## src/rtl/pipeline_decode.sv

```systemverilog
// Decode stage register: splits the fetched word into fields, immediate and control bits.
// Optional load-use hazard detection is built when PIPELINE_DECODE_HAZARD_EN is defined.
module pipeline_decode #(
   parameter logic [31:0] NOP_INSTR = 32'h00000013
) (
   input  logic        clk_i,
   input  logic        reset_ni,
   input  logic [31:0] instruction_i,
   input  logic [31:0] pc_i,
   input  logic [31:0] pcsrc_i,
   input  logic        valid_i,
   input  logic        stall_i,
   input  logic        flush_i,
   input  logic        ex_mem_read_i,
   input  logic [4:0]  ex_rd_i,
   output logic        valid_o,
   output logic [31:0] pc_o,
   output logic [31:0] pcplus4_o,
   output logic [6:0]  opcode_o,
   output logic [4:0]  rd_o,
   output logic [4:0]  rs1_o,
   output logic [4:0]  rs2_o,
   output logic [2:0]  funct3_o,
   output logic [6:0]  funct7_o,
   output logic [31:0] imm_o,
   output logic        illegal_o,
   output logic        reg_write_o,
   output logic        mem_read_o,
   output logic        mem_write_o,
   output logic        branch_o,
   output logic        jump_o,
   output logic        alu_src_o,
   output logic        stall_req_o
);

   localparam logic [6:0] OpLoad   = 7'b0000011;
   localparam logic [6:0] OpImm    = 7'b0010011;
   localparam logic [6:0] OpJalr   = 7'b1100111;
   localparam logic [6:0] OpStore  = 7'b0100011;
   localparam logic [6:0] OpBranch = 7'b1100011;
   localparam logic [6:0] OpLui    = 7'b0110111;
   localparam logic [6:0] OpAuipc  = 7'b0010111;
   localparam logic [6:0] OpJal    = 7'b1101111;
   localparam logic [6:0] OpReg    = 7'b0110011;

   typedef struct packed {
      logic [6:0]  opcode;
      logic [4:0]  rd;
      logic [4:0]  rs1;
      logic [4:0]  rs2;
      logic [2:0]  funct3;
      logic [6:0]  funct7;
      logic [31:0] imm;
      logic        illegal;
      logic        reg_write;
      logic        mem_read;
      logic        mem_write;
      logic        branch;
      logic        jump;
      logic        alu_src;
   } dec_t;

   logic [31:0] src;
   dec_t        dec_d, dec_q;
   logic        valid_q;
   logic [31:0] pc_q, pcplus4_q;

   // Flushed or invalid slots decode the NOP word so downstream sees a harmless instruction.
   always_comb begin
      src = (flush_i || !valid_i) ? NOP_INSTR : instruction_i;
      dec_d = '0;
      dec_d.opcode = src[6:0];
      dec_d.rd     = src[11:7];
      dec_d.rs1    = src[19:15];
      dec_d.rs2    = src[24:20];
      dec_d.funct3 = src[14:12];
      dec_d.funct7 = src[31:25];
      case (src[6:0])
         OpReg: begin
            dec_d.reg_write = 1'b1;
         end
         OpLoad: begin
            dec_d.imm       = {{20{src[31]}}, src[31:20]};
            dec_d.reg_write = 1'b1;
            dec_d.mem_read  = 1'b1;
            dec_d.alu_src   = 1'b1;
         end
         OpImm: begin
            dec_d.imm       = {{20{src[31]}}, src[31:20]};
            dec_d.reg_write = 1'b1;
            dec_d.alu_src   = 1'b1;
         end
         OpJalr: begin
            dec_d.imm       = {{20{src[31]}}, src[31:20]};
            dec_d.reg_write = 1'b1;
            dec_d.jump      = 1'b1;
            dec_d.alu_src   = 1'b1;
         end
         OpStore: begin
            dec_d.imm       = {{20{src[31]}}, src[31:25], src[11:7]};
            dec_d.mem_write = 1'b1;
            dec_d.alu_src   = 1'b1;
         end
         OpBranch: begin
            dec_d.imm    = {{19{src[31]}}, src[31], src[7], src[30:25], src[11:8], 1'b0};
            dec_d.branch = 1'b1;
         end
         OpLui, OpAuipc: begin
            dec_d.imm       = {src[31:12], 12'h000};
            dec_d.reg_write = 1'b1;
            dec_d.alu_src   = 1'b1;
         end
         OpJal: begin
            dec_d.imm = {{11{src[31]}}, src[31], src[19:12], src[20], src[30:21], 1'b0};
            dec_d.reg_write = 1'b1;
            dec_d.jump      = 1'b1;
            dec_d.alu_src   = 1'b1;
         end
         // Also catches every word whose low two bits are not 2'b11.
         default: begin
            dec_d.illegal = 1'b1;
         end
      endcase
      if (dec_d.rd == 5'd0) begin
         dec_d.reg_write = 1'b0;
      end
   end

   always_ff @(posedge clk_i or negedge reset_ni) begin
      if (!reset_ni) begin
         valid_q   <= 1'b0;
         pc_q      <= '0;
         pcplus4_q <= '0;
         dec_q     <= '0;
      end else if (flush_i) begin
         valid_q   <= 1'b0;
         pc_q      <= '0;
         pcplus4_q <= '0;
         dec_q     <= dec_d;
      end else if (!stall_i) begin
         valid_q   <= valid_i;
         pc_q      <= pc_i;
         pcplus4_q <= pcsrc_i;
         dec_q     <= dec_d;
      end
   end

   assign valid_o     = valid_q;
   assign pc_o        = pc_q;
   assign pcplus4_o   = pcplus4_q;
   assign opcode_o    = dec_q.opcode;
   assign rd_o        = dec_q.rd;
   assign rs1_o       = dec_q.rs1;
   assign rs2_o       = dec_q.rs2;
   assign funct3_o    = dec_q.funct3;
   assign funct7_o    = dec_q.funct7;
   assign imm_o       = dec_q.imm;
   assign illegal_o   = dec_q.illegal;
   assign reg_write_o = dec_q.reg_write;
   assign mem_read_o  = dec_q.mem_read;
   assign mem_write_o = dec_q.mem_write;
   assign branch_o    = dec_q.branch;
   assign jump_o      = dec_q.jump;
   assign alu_src_o   = dec_q.alu_src;

`ifdef PIPELINE_DECODE_HAZARD_EN
   logic uses_rs2;
   // Only R, S and B formats actually read rs2; elsewhere those bits are immediate.
   assign uses_rs2 = (dec_q.opcode == OpReg) || (dec_q.opcode == OpStore) ||
                     (dec_q.opcode == OpBranch);
   assign stall_req_o = valid_q && ex_mem_read_i && (ex_rd_i != 5'd0) &&
                        ((ex_rd_i == dec_q.rs1) || (uses_rs2 && (ex_rd_i == dec_q.rs2)));
`else
   logic unused_hazard;
   assign unused_hazard = ^{ex_mem_read_i, ex_rd_i};
   assign stall_req_o   = 1'b0;
`endif

endmodule

```

## config.mk

```make
export PLATFORM = sky130hd
export DESIGN_NAME = pipeline_decode
export DESIGN_NICKNAME = d
export VERILOG_FILES = /design/src/rtl/pipeline_decode.sv
export SDC_FILE = /design/constraint.sdc
export NUM_CORES = 1
export LEC_CHECK = 0
export CORE_ASPECT_RATIO = 0.6
export CORE_MARGIN = 1
export CORE_UTILIZATION = 25
export CTS_CLUSTER_DIAMETER = 80
export DETAILED_ROUTE_END_ITERATION = 6
export PLACE_DENSITY = 0.58
export SLEW_MARGIN = 10
export SYNTH_ARGS = -nofsm -noshare
export SYNTH_HDL_FRONTEND = slang
export SYNTH_SLANG_ARGS = --single-unit
```

## constraint.sdc

```tcl
create_clock -name clk_i -period 1.8 [get_ports clk_i]
set_input_delay 0.27 -clock clk_i [delete_from_list [all_inputs] [get_ports clk_i]]
set_output_delay 0.27 -clock clk_i [all_outputs]
set_load 0.03 [all_outputs]
```

==> run_results.csv, run 1 <==
group,metric,value,unit
status,outcome,"completed",
global_route,first_global_vias,5069,
placement,placed_cells,987,
synthesis,syn-num-nets,574,
synthesis,yosys_warnings,0,
global_route,grt_max_degree,67,
critical_path,cp_slowest_cell,"clkdlybuf4s50_1",
clock_network,clockRootBuffer,"clkbuf_16",
power,peakVddDrop,0.639,mV
finish,antenna-diode-count,0,
critical_path,start_kind,"flop",
finish,area_delta_synth_final,63.4,%
power,power_density,874,mW/mm^2
synthesis,syn-cell-area,0.00560,mm^2
global_route,overflow,0,
critical_path,cp_data_arrival_time,1.48,ns
critical_path,crit_chain,"clkdlybuf4s50_1",
synthesis,synth_edf_count,0,
synthesis,synthArstFlopShare,100,%
placement,gp_congestion,0.923,
clock_network,clock_sinks,136,
floorplanning,rows,41,
drt,ant_nets,0,
critical_path,worstSetupStartpoint,"pc_o[16]$_DFFE_PN0P_",
drt,drtIter0Drc,274,
timing,drv_slew,0,
timing,rsz0062_at_grt,"false",
synthesis,synth-main-ff-cell,"dfrtp_1",
critical_path,worstPathMaxFanout,2,
placement,io_buffers,236,
timing,setup_viol,0,
critical_path,r2r_cells,1,
clock_network,clkLatencyLatePin,0.42,ns
synthesis,ys_ff_latch,136,
timing,final.period_utilization,97.2,%
critical_path,crit_buf_inv,1,
global_route,antenna_found_initial,1,
clock_network,cts_buffer_depth,2,
drt,drt_first_pass_iters,7,
timing,slew_headroom,54.4,%
finish,nets,836,
finish,final_cells,1021,
global_route,met2_usage,22.6,%
drt,wirelength,17800,um
finish,drive_above_1_share,11.7,%
clock_network,clk_pin_slew,0.06,ns
critical_path,reg2reg_from,"imm_o[13]$_DFFE_PN0P_",
floorplanning,chipWidth,195,um
timing,worst_slack,0.0509,ns
drt,vias,4771,
power,leakage,4.37,nW
drt,vias_per_cell,4.67,
synthesis,syn_area_per_cell,12.0,um^2
timing,period_needed,1.75,ns
timing,worst_pin_slew,0.684,ns
synthesis,ys_types,43,
critical_path,reg2reg_slack,0.96,ns
placement,pre_cts_ws,-0.491,ns
clock_network,htreeDepth,4,
synthesis,synthMostInstantiatedCell,"dfrtp_1",
hold_path,hold_class,"in -> reg",
clock_network,cts_inserted_buffers,17,
synthesis,synthTopCellsByArea,"dfrtp_1 (61%), mux2i_1 (11%), nor2_1 (6.3%)",
global_route,use_met1,21.6,%
hold_path,hold_end,"opcode_o[2]$_DFFE_PN0P_",
timing,fin_skew,0,ns
critical_path,path_delay_family,"buffers and inverters",
floorplanning,die_y,118,um
floorplanning,start_util,26.1,%
critical_path,critPathRequiredTime,1.53,ns
critical_path,r2r_end,"imm_o[13]$_DFFE_PN0P_",
critical_path,crit_path_max_incr_delay,0.69,ns
hold_path,hold_start,"instruction_i[2]",
critical_path,end_kind,"output port",
global_route,grt_busiest_layer,"met2",
floorplanning,coreArea,0.0215,mm^2
clock_network,tritoncts,"done",
synthesis,yosysTopAreaCellShare,60.8,%
global_route,grt_util_met3,6.39,%
synthesis,seq_area_frac_synth,60.8,%
drt,wire_per_inst,17.4,um
placement,hpwl,13200,um
floorplanning,pin_count,244,
synthesis,netlist_instances,467,
hold_path,hold_depth,2,
drt,drc,0,
timing,timing_hold_violations_final,0,
flow_run,cap_violations,0,
finish,fillers,2001,
global_route,grt_pass1_wl,28500,um
floorplanning,dieArea,0.0230,mm^2
global_route,grt_use_total,15.9,%
timing,max_freq,572,MHz
synthesis,synth_common_cells,"dfrtp_1 (136), nor2_1 (94), mux2i_1 (64)",
synthesis,synth_top_area_cell,"dfrtp_1",
critical_path,worstSetupPathType,"reg -> out",
[cell usage in the layout (no fill, tap or decap), types with 2 or more instances in the layout]
cell,count
clkdlybuf4s50_1,210
dfrtp_1,136
nor2_1,93
mux2i_1,64
buf_4,39
a22o_1,33
nand2_1,25
clkbuf_16,17
dlymetal6s2s_1,17
a31oi_1,13
a221o_1,8
dlygate4sd2_1,6
o21ai_0,5
buf_12,5
a221oi_1,4
clkinv_2,4
nand4b_1,3
nand2b_1,3
a21oi_1,3
o22a_1,3
o31ai_1,3
clkinv_4,3
o31a_1,2
and3_1,2
inv_1,2
nor2b_1,2
o2111ai_1,2
o32a_1,2
a32o_1,2
bufinv_16,2
inv_6,2
clkinvlp_4,2
[registers in the layout, summed over array words and instances (netlist names), 3 cells and up]
name       cells
rs1_o          5
funct7_o       7
imm_o         32
funct3_o       3
pc_o          32
pcplus4_o     32
rs2_o          5
opcode_o       7
rd_o           5
[report_power, final]
group / switching (mW) / internal [mW] / total, mW
sequential: 0.0758 / 3.19 / 3.27
clock: 1.38 / 2.05 / 3.43
combinational: 0.705 / 0.600 / 1.30
[cells by family (layout without fill, tap and decap cells)]
kind of cell	Yosys count	count (layout)	share of synthesized area, %
compound gates	88	88	13.9
buf+inv	39	314	3.19
flops	136	136	60.8
mux	64	64	11.4
other cells	1	1	0.0669
simple gates	139	139	10.7
[worst max-delay path by stage]
stage / end / slack (ns) / cells after the start
after global routing: pcplus4_o[16] / 0.001 / 1
after floorplan: imm_o[10]$_DFFE_PN0P_ / 0.33 / 4
after detailed placement: imm_o[6]$_DFFE_PN0P_ / -0.49 / 5
after global placement: imm_o[10]$_DFFE_PN0P_ / -0.37 / 5
final: pc_o[16] / 0.05 / 1
after CTS: imm_o[0] / 0.0003 / 1
[area by class of cell]
| cell class | count | area [um^2] | share of cell area (%) |
|---|---|---|---|
| clock buffer | 18 | 429 | 4.69 |
| inverter | 2 | 7.51 | 0.0820 |
| multi-input combinational | 292 | 2030 | 22.2 |
| clock inverter | 14 | 150 | 1.64 |
| tap | 279 | 349 | 3.81 |
| timing repair buffer | 280 | 2790 | 30.4 |
| sequential | 136 | 3400 | 37.2 |
[timing repair]
action,CTS,global route
buffers inserted,1,0
setup endpoints to repair,12,22
hold endpoints to repair,45,0
cloned,0,0
pin swaps,1,0
hold buffers,1,0
resized for setup,6,17
[layer usage]
layer  part of all wire (%)  vias up
li1                       -     2194
met1                     48     2376
met2                     42      178
met3                    9.0       21
met4                    1.5        2
met5                  0.056        -
[per-stage QoR]
step / power (mW) / hold WS (ns) / setup TNS, ns / instance area, um^2 / util, %
floorplan: 3.90 / -0.0256 / 0 / 5600 / -
global placement: 4.62 / 0.238 / -9.32 / 8510 / 39.6
detailed placement: 4.64 / 0.239 / -10.91 / 8510 / 39.6
CTS: 8.13 / 0.298 / 0 / 9110 / 42.4
global route: 8.35 / 0.281 / 0 / 9160 / 42.6
finish: 8.00 / 0.275 / 0 / 9160 / 42.6
(Power assumes the default switching activity.)
==> run 2, diff against run 1 <==
==> constraint.sdc (replaced) <==
create_clock -name clk_i -period 1.8 [get_ports clk_i]
set_input_delay 0.36 -clock clk_i [delete_from_list [all_inputs] [get_ports clk_i]]
set_output_delay 0.36 -clock clk_i [all_outputs]
set_load 0.03 [all_outputs]
==> run 2 against run 1 <==
  * Die area unchanged
  * Total power rose by 0.66%
  * First-iteration DRC count decreased by 4.4%
  * Cell count rose by 0.39%
  * Register-to-register slack about the same
  * Maximum frequency is 0.31% lower
  * Via count is 0.65% higher
  * Largest power group unchanged
  * Core utilization decreased by 0.63 points
==> run_results.csv, run 2 (synthesis gave the netlist of run 1 again) <==
group,metric,value,unit
status,outcome,"completed",
floorplanning,die_y,118,um
clock_network,clock_sinks,136,
critical_path,end_kind,"flop",
clock_network,tritoncts,"done",
global_route,grt_pass1_wl,29100,um
critical_path,crit_chain,"clkdlybuf4s50_1, or4_4, o31a_1, o32ai_4, buf_12, a22o_1",
placement,placed_cells,991,
global_route,first_global_vias,5154,
global_route,grt_max_degree,67,
global_route,grt_use_total,16.4,%
drt,drc,0,
finish,nets,840,
placement,gp_congestion,0.967,
flow_run,cap_violations,0,
drt,drtIter0Drc,262,
clock_network,cts_inserted_buffers,17,
finish,area_delta_synth_final,61.0,%
power,peakVddDrop,0.594,mV
critical_path,worstPathMaxFanout,6,
finish,fillers,2081,
finish,antenna-diode-count,0,
timing,max_freq,570,MHz
floorplanning,start_util,26.1,%
critical_path,cp_slowest_cell,"or4_4",
timing,period_needed,1.75,ns
power,power_frac_clock,44.3,%
finish,layout_commonest_cell,"dlygate4sd2_1",
critical_path,cp_data_arrival_time,2.11,ns
clock_network,clk_pin_slew,0.06,ns
power,swShare,26.8,%
hold_path,hold_class,"in -> reg",
floorplanning,rows,41,
drt,wire_per_inst,17.8,um
finish,multiInputGateArea,0.00204,mm^2
timing,timing_hold_violations_final,0,
critical_path,path_delay_family,"buffers and inverters",
critical_path,critPathRequiredTime,2.15,ns
placement,io_buffers,236,
global_route,antenna_found_initial,0,
critical_path,crit_buf_inv,2,
critical_path,worstSetupPathType,"in -> reg",
floorplanning,dieArea,0.0230,mm^2
timing,setup_viol,0,
drt,vias,4802,
floorplanning,pin_count,244,
power,power,8.05,mW
global_route,overflow,0,
drt,ant_nets,0,
drt,drt_first_pass_iters,4,
finish,regArea,0.00340,mm^2
clock_network,htreeDepth,4,
drt,wirelength,18300,um
power,power_density,893,mW/mm^2
power,p_switching,2.16,mW
finish,final_cells,1025,
power,p_int,5.89,mW
timing,drv_slew,0,
clock_network,clockRootBuffer,"clkbuf_16",
drt,vias_per_cell,4.68,
finish,mostFrequentLayoutCells,"dlygate4sd2_1 (137), dfrtp_1 (136), clkdlybuf4s50_1 (94), nor2_1 (93), mux2i_1 (64)",
floorplanning,coreArea,0.0215,mm^2
timing,worst_pin_slew,0.693,ns
power,seqPwrFrac,40.5,%
power,leakage,4.63,nW
timing,fin_skew,0,ns
clock_network,clkLatencyLatePin,0.42,ns
placement,hpwl,13500,um
floorplanning,chipWidth,195,um
critical_path,reg2reg_slack,0.95,ns
clock_network,cts_buffer_depth,2,
timing,final.period_utilization,97.5,%
critical_path,crit_path_max_incr_delay,0.55,ns
power,power_frac_comb,15.2,%
timing,slew_headroom,53.8,%
finish,drive_above_1_share,12.7,%
critical_path,start_kind,"primary input",
==> run 2: path summary, 6_finish.rpt <==
kind | cells after the start | end | from
worst max-delay path | 6 | imm_o[8]$_DFFE_PN0P_ | instruction_i[3]
worst min-delay path | 3 | opcode_o[5]$_DFFE_PN0P_ | instruction_i[5]
worst max register to register | 1 | imm_o[13]$_DFFE_PN0P_ | imm_o[13]$_DFFE_PN0P_
worst min register to register | 2 | mem_write_o$_DFFE_PN0P_ | mem_write_o$_DFFE_PN0P_
max in group asynchronous | 3 | imm_o[28]$_DFFE_PN0P_ | reset_ni
min in group asynchronous | 2 | imm_o[19]$_DFFE_PN0P_ | reset_ni
==> run 2: metrics by stage <==
stage | setup WS, ns | TNS (ns) | hold WS [ns] | cell area (um^2) | utilization [%]
after floorplan | 0.239 | 0 | 0.0644 | 5600 | -
after global placement | -0.456 | -13.41 | 0.336 | 8540 | 39.7
after detailed placement | -0.541 | -15.42 | 0.344 | 8540 | 39.7
after CTS | 0.0403 | 0 | 0.380 | 9000 | 41.9
after global routing | -0.00744 | -0.00744 | 0.395 | 9020 | 42.0
final | 0.0455 | 0 | 0.402 | 9020 | 42.0
==> run 2: area by class of cell <==
| type | instances | area share (%) |
|---|---|---|
| Sequential cell | 136 | 37.7 |
| Timing Repair Buffer | 284 | 29.0 |
| Multi-Input combinational cell | 292 | 22.6 |
| Clock buffer | 18 | 4.76 |
| Tap cell | 279 | 3.87 |
| Clock inverter | 14 | 1.93 |
| Inverter | 2 | 0.0832 |
==> run 2: routing by layer <==
metal | up-vias | GRT usage, % | wire (um)
met5 | - | 0 | 0
met4 | 0 | 4.77 | 189
met3 | 14 | 7.42 | 1770
met2 | 186 | 23.4 | 7800
met1 | 2405 | 22.0 | 8500
li1 | 2197 | - | -
==> run 2: power by group through the flow <==
| stage | logic, mW | registers [mW] | clock network (mW) |
|---|---|---|---|
| after floorplan | 0.315 | 3.59 | 0 |
| after global placement | 1.31 | 3.32 | 0 |
| after detailed placement | 1.33 | 3.33 | 0 |
| after CTS | 1.24 | 3.27 | 3.69 |
| after global routing | 1.31 | 3.28 | 3.81 |
| final | 1.22 | 3.27 | 3.56 |
==> run 2: timing repair <==
| item | 4_1_cts | 5_1_grt |
|---|---|---|
| buffers inserted | 1 | 0 |
| resized for setup | 137 | 6 |
| hold buffers | 1 | 0 |
| hold endpoints to repair | 44 | 0 |
| pin swaps | 1 | 1 |
| setup endpoints to repair | 148 | 28 |
==> run 2: worst min-delay path, delay by kind of cell <==
kind	cells	cell delay, ns
compound gates	1	0.11
buf+inv	2	0.31
